[src/rtl/wb_arbiter.sv]
// Round-robin writeback arbiter: N execute pipes share one writeback port.
// Define BLIMP_WB_ARB_OUTPUT_REG_EN for a registered output stage (latency 1).
module wb_arbiter #(
    parameter int p_num_pipes      = 3,
    parameter int p_seq_num_bits   = 5,
    parameter int p_phys_addr_bits = 6
) (
    input  logic                                      clk,
    input  logic                                      rst,
    input  logic [p_num_pipes-1:0]                    ex_val,
    output logic [p_num_pipes-1:0]                    ex_rdy,
    input  logic [p_num_pipes*p_seq_num_bits-1:0]     ex_seq_num,
    input  logic [p_num_pipes*5-1:0]                  ex_waddr,
    input  logic [p_num_pipes*p_phys_addr_bits-1:0]   ex_preg,
    input  logic [p_num_pipes*32-1:0]                 ex_wdata,
    input  logic [p_num_pipes-1:0]                    ex_wen,
    output logic                                      w_val,
    input  logic                                      w_rdy,
    output logic [p_seq_num_bits-1:0]                 w_seq_num,
    output logic [4:0]                                w_waddr,
    output logic [p_phys_addr_bits-1:0]               w_preg,
    output logic [31:0]                               w_wdata,
    output logic                                      w_wen,
    output logic [$clog2(p_num_pipes)-1:0]            w_pipe
);

    localparam int PW = $clog2(p_num_pipes);

    logic [PW-1:0] ptr;
    logic [PW-1:0] lock_pipe;
    logic          lock_vld;
    logic [PW-1:0] rr_pick;
    logic          rr_any;
    int            rr_idx;
    logic [PW-1:0] sel;
    logic [PW-1:0] nxt_ptr;
    logic          in_val;
    logic          in_rdy;
    logic          xfer;

    logic [p_seq_num_bits-1:0]   sel_seq;
    logic [4:0]                  sel_waddr;
    logic [p_phys_addr_bits-1:0] sel_preg;
    logic [31:0]                 sel_wdata;
    logic                        sel_wen;

    // First valid pipe at or after ptr, wrapping around.
    always_comb begin
        rr_pick = '0;
        rr_any  = 1'b0;
        rr_idx  = 0;
        for (int k = 0; k < p_num_pipes; k++) begin
            rr_idx = (int'(ptr) + k) % p_num_pipes;
            if (!rr_any && ex_val[rr_idx]) begin
                rr_any  = 1'b1;
                rr_pick = PW'(rr_idx);
            end
        end
    end

    // A stalled grant stays with its pipe so higher priority can't preempt.
    assign sel    = lock_vld ? lock_pipe : rr_pick;
    assign in_val = lock_vld ? ex_val[lock_pipe] : rr_any;
    assign xfer   = in_val & in_rdy & ~rst;

    assign nxt_ptr = (sel == PW'(p_num_pipes - 1)) ? '0 : sel + PW'(1);

    assign sel_seq   = ex_seq_num[sel*p_seq_num_bits +: p_seq_num_bits];
    assign sel_waddr = ex_waddr[sel*5 +: 5];
    assign sel_preg  = ex_preg[sel*p_phys_addr_bits +: p_phys_addr_bits];
    assign sel_wdata = ex_wdata[sel*32 +: 32];
    assign sel_wen   = ex_wen[sel];

    always_comb begin
        ex_rdy = '0;
        if (in_val && !rst) begin
            ex_rdy[sel] = in_rdy;
        end
    end

    always_ff @(posedge clk) begin
        if (rst) begin
            ptr       <= '0;
            lock_vld  <= 1'b0;
            lock_pipe <= '0;
        end else begin
            lock_vld  <= in_val & ~in_rdy;
            lock_pipe <= sel;
            if (xfer) begin
                ptr <= nxt_ptr;
            end
        end
    end

`ifdef BLIMP_WB_ARB_OUTPUT_REG_EN

    assign in_rdy = ~w_val | w_rdy;

    always_ff @(posedge clk) begin
        if (rst) begin
            w_val     <= 1'b0;
            w_pipe    <= '0;
            w_seq_num <= '0;
            w_waddr   <= '0;
            w_preg    <= '0;
            w_wdata   <= '0;
            w_wen     <= 1'b0;
        end else if (xfer) begin
            w_val     <= 1'b1;
            w_pipe    <= sel;
            w_seq_num <= sel_seq;
            w_waddr   <= sel_waddr;
            w_preg    <= sel_preg;
            w_wdata   <= sel_wdata;
            w_wen     <= sel_wen;
        end else if (w_rdy) begin
            w_val     <= 1'b0;
            w_pipe    <= '0;
            w_seq_num <= '0;
            w_waddr   <= '0;
            w_preg    <= '0;
            w_wdata   <= '0;
            w_wen     <= 1'b0;
        end
    end

`else

    assign in_rdy = w_rdy;

    // Idle or in reset, every output field reads as zero.
    always_comb begin
        w_val     = in_val & ~rst;
        w_pipe    = w_val ? sel : '0;
        w_seq_num = w_val ? sel_seq : '0;
        w_waddr   = w_val ? sel_waddr : '0;
        w_preg    = w_val ? sel_preg : '0;
        w_wdata   = w_val ? sel_wdata : '0;
        w_wen     = w_val & sel_wen;
    end

`endif

endmodule

[config.mk]
export PLATFORM = sky130hd
export DESIGN_NAME = wb_arbiter
export DESIGN_NICKNAME = d
export VERILOG_FILES = /design/src/rtl/wb_arbiter.sv
export SDC_FILE = /design/constraint.sdc
export NUM_CORES = 1
export LEC_CHECK = 0
export BUFFER_PORTS_ARGS = -buffer_cell sky130_fd_sc_hd__buf_2
export CORE_AREA = 2 2 80 82
export DETAILED_ROUTE_END_ITERATION = 6
export DIE_AREA = 0 0 82 84
export HOLD_SLACK_MARGIN = 0.1
export PLACE_DENSITY = 0.81
export SLEW_MARGIN = 30
export SYNTH_ARGS = -nofsm -noshare
export SYNTH_HDL_FRONTEND = slang
export SYNTH_SLANG_ARGS = --single-unit
[constraint.sdc]
create_clock -name clk -period 3.3 [get_ports clk]
set_input_delay 0.165 -clock clk [delete_from_list [all_inputs] [get_ports clk]]
set_output_delay 0.165 -clock clk [all_outputs]
set_load 0.1 [all_outputs]
==> metrics list <==
* Antenna fix cells: 0
- Proportion of synthesized chip area in sequential cells: 6.38%
- Yosys instantiated no cell more often than sky130_fd_sc_hd__mux2i_1.
- Hold Violations, Final: 0
- Data required time of the critical path: 3130 ps
- The first global-routing pass estimated 12100 um of wire.
- After layout, the minimum clock period comes to 3200 ps.
- At the pin with the least slew margin, the transition time is 508 ps.
- Counting the fill cells in the layout gives 476.
- In this run the worst path has a maximum fanout of 11.
- Average size of a mapped cell: 8.61 sq um
* Total Die Area: 6890 sq um
* Total clock sinks: 5
* Share of Yosys cell area claimed by the top area cell type: 33.8%
- The worst register-to-register path has a setup slack of 750 ps.
- Number of I/O pins: 208
- GR Util met3: 2.81%
* Core Rows: 29
- In this run the critical register-to-register path is launched from ptr[1].
- Async S/R FF share, synth: 0%
* Largest voltage drop on the vdd net: 0.364 mV
- Vias post-DR: 2454
* Core Util, Final: 63.4%
- After clock tree synthesis, the clock-pin slew on the worst setup and hold paths is 40 ps.
- After global routing, the most crowded layer is met2.
- The detail route stage leaves a number of antenna-violating nets equal to 0.
* Dpl cell area: 3710 sq um
- Maximum frequency from static timing analysis: 313 MHz
- Flip-flop and latch area: 100 sq um
- Wire length after detailed routing: 8410 um
- The critical path is of the reg -> out type.
- Die boundary height: 84 um
* Cell variety after synth: 38
* Maximum number of pins on one net before global-route repair: 42
* Overall fraction of global-route tracks in use: 22.5%
- The number of slew-limit violations in the final report was 0.
- Number of enable flip-flop cells after synthesis: 0
- Setup violations remaining at the end of the flow were counted as 0.
- Kind of start point of the critical path: flip-flop
- Worst R2R Path Depth: 9
- The initial utilization of the core area, before any placement, comes to 25.7%.
- Ranked by instance count, the synthesized netlist is headed by 53 x sky130_fd_sc_hd__mux2i_1, 49 x sky130_fd_sc_hd__o2bb2ai_1, 9 x sky130_fd_sc_hd__buf_2.
- The die is 82 um wide.
- Using the TritonRoute via totals, the vias-per-cell ratio works out to 5.23.
* Detailed router's first-iteration violation count: 46
- Worst reg2reg endpoint: ptr[0]
- The worst hold path belongs to the class in -> reg.
* CTS tree: built
* Fraction of layout instances using a drive strength above 1: 73.7%
- Category of the worst setup path capture point: output port
* Max Root-Sink Buffers: 2
- Arrival time at the worst endpoint: 3030 ps
- After detailed routing, the average wire length per cell comes to 17.9 um.
- Total of buffers placed on input and output ports: 207
* Synthesized netlist cell count: 182
* Final cell area excluding filler cells: 3870 sq um
- The synthesized design contains 5 register bits.
- In this run the power density over the cells is 593 nW/um^2.
* Post-synthesis instance area: 1570 sq um
- The clock arrives with 10.2 ps of skew.
- The floorplan step defined a core boundary enclosing 6100 sq um.
* Synth Flop Type: sky130_fd_sc_hd__dfxtp_1
* Total number of nets in the final design: 550
- Layout overhead on the synthesized area: 147%
- In this run the most critical hold path is launched from w_rdy.
- In this run the tightest slew margin relative to its limit is 65.8%.
- At the end of routability-driven placement, the weighted congestion stood at 0.846.
- Warnings, synthesis: 0
- Combined area of the multi-input logic cells: 1720 sq um
* Number of iterations in the first detailed-routing pass: 5
- Number of global-route vias before repair: 2507
- Static leakage power: 1.74 nW
- Number of levels the H-tree was split into: 1
* Post-route DRC violation count: 0
* Clock latency reported for the late side of the worst-skew pair: 230 ps
- Number of CTS-inserted buffers: 3
- Hold Path Sink: lock_vld
- DPL Wire Length: 6980 um
- Root buffer cell: sky130_fd_sc_hd__clkbuf_8
- For met1 alone, demand over resource in global routing was 23.4%.
- After global routing the overflow that remains totals 0.
- Maximum Capacitance Violations: 0
- Cell accounting for the most synthesized area: sky130_fd_sc_hd__mux2i_1
- Initial antenna violation count: 0
- Counting every net in the synthesized netlist gives 339.
* Min-Delay Path Depth: 2
- Result of the run: completed
- In the finished design, the share of the clock period the worst path needs comes to 96.9%.
* Area contributors post-synth: sky130_fd_sc_hd__mux2i_1 34%, sky130_fd_sc_hd__o2bb2ai_1 27%, sky130_fd_sc_hd__dfxtp_1 6.4%
- In the global route stage, met2 resource usage came out at 41.6%.
-- cells in the final DEF, fill, tap and decap left out, types with 4 or more instances in the layout --
master and count:
sky130_fd_sc_hd__mux2i_1 53, sky130_fd_sc_hd__nand2_1 4, sky130_fd_sc_hd__buf_12 48, sky130_fd_sc_hd__clkbuf_4 7
sky130_fd_sc_hd__buf_2 158, sky130_fd_sc_hd__buf_4 10, sky130_fd_sc_hd__o2bb2ai_2 48, sky130_fd_sc_hd__inv_1 6
sky130_fd_sc_hd__dfxtp_1 5, sky130_fd_sc_hd__nor2b_1 4
-- logic make-up after synthesis --
family,after synthesis,share of synthesized area [%]
AO/OA/AOI/OAI,65,35.6
adder cells (fa/ha/maj),4,3.19
multiplexers,55,35.7
AND/OR/NAND/NOR,30,11.7
buffers and inverters,23,7.42
flip-flops,5,6.38
-- routing by layer --
layer / up-vias / wire (um)
li1: 1151 / -
met1: 1131 / 2830
met2: 137 / 4570
met3: 35 / 483
met4: 0 / 521
met5: - / 0
-- sequential cells by signal, summed over array words and instances (netlist names) --
register	flops
lock_pipe	2
ptr	2
lock_vld	1
-- worst max-delay path, stage by stage (launching register included) --
cell and delay [ps]:
sky130_fd_sc_hd__dfxtp_1 330, sky130_fd_sc_hd__inv_1 90, sky130_fd_sc_hd__ha_1 360, sky130_fd_sc_hd__mux2i_1 360, sky130_fd_sc_hd__o22ai_2 200, sky130_fd_sc_hd__nor4_2 430
sky130_fd_sc_hd__o21ai_4 140, sky130_fd_sc_hd__buf_12 180, sky130_fd_sc_hd__buf_4 170, sky130_fd_sc_hd__mux2i_1 150, sky130_fd_sc_hd__o2bb2ai_2 180, sky130_fd_sc_hd__buf_12 200
-- repair_timing --
| action | CTS | global route |
|---|---|---|
| hold buffers | 0 | 0 |
| setup endpoints to repair | 23 | 49 |
| pin swaps | 1 | 3 |
| gates resized for setup | 0 | 11 |
| setup buffers | 2 | 4 |
-- worst max path at each step --
stage                start           end  cells after the start
detailed placement  ptr[0]   w_wdata[26]                     10
floorplan           ptr[0]   w_wdata[21]                     10
CTS                 ptr[0]  w_seq_num[2]                     10
global placement    ptr[0]   w_wdata[11]                     10
finish              ptr[1]     w_preg[2]                     11
global route        ptr[1]    w_waddr[3]                     11
-- metrics by stage --
stage | cells | hold slack (ps) | TNS (ps) | setup slack (ps) | power (mW)
2_1_floorplan | 182 | 234 | -2420 | -131 | 1.42
3_3_place_gp | 459 | 345 | 0 | 326 | 2.08
3_5_place_dp | 459 | 345 | 0 | 161 | 2.12
4_1_cts | 465 | 105 | 0 | 27.9 | 2.26
5_1_grt | 469 | 113 | -442 | -43.4 | 2.36
6_report | 469 | 103 | 0 | 103 | 2.29
-- report_power, final --
part / switching, mW / internal, mW
logic: 1.35 / 0.742
registers: 0.00882 / 0.0673
clock network: 0.0366 / 0.0835
total: 1.40 / 0.893
-- cell type report --
cell class / count / share of cell area [%]
timing repair buffer: 223 / 48.6
multi-input combinational: 154 / 44.6
sequential: 5 / 2.59
tap: 77 / 2.49
clock buffer: 4 / 1.17
inverter: 6 / 0.583
(Power assumes the default switching activity.)
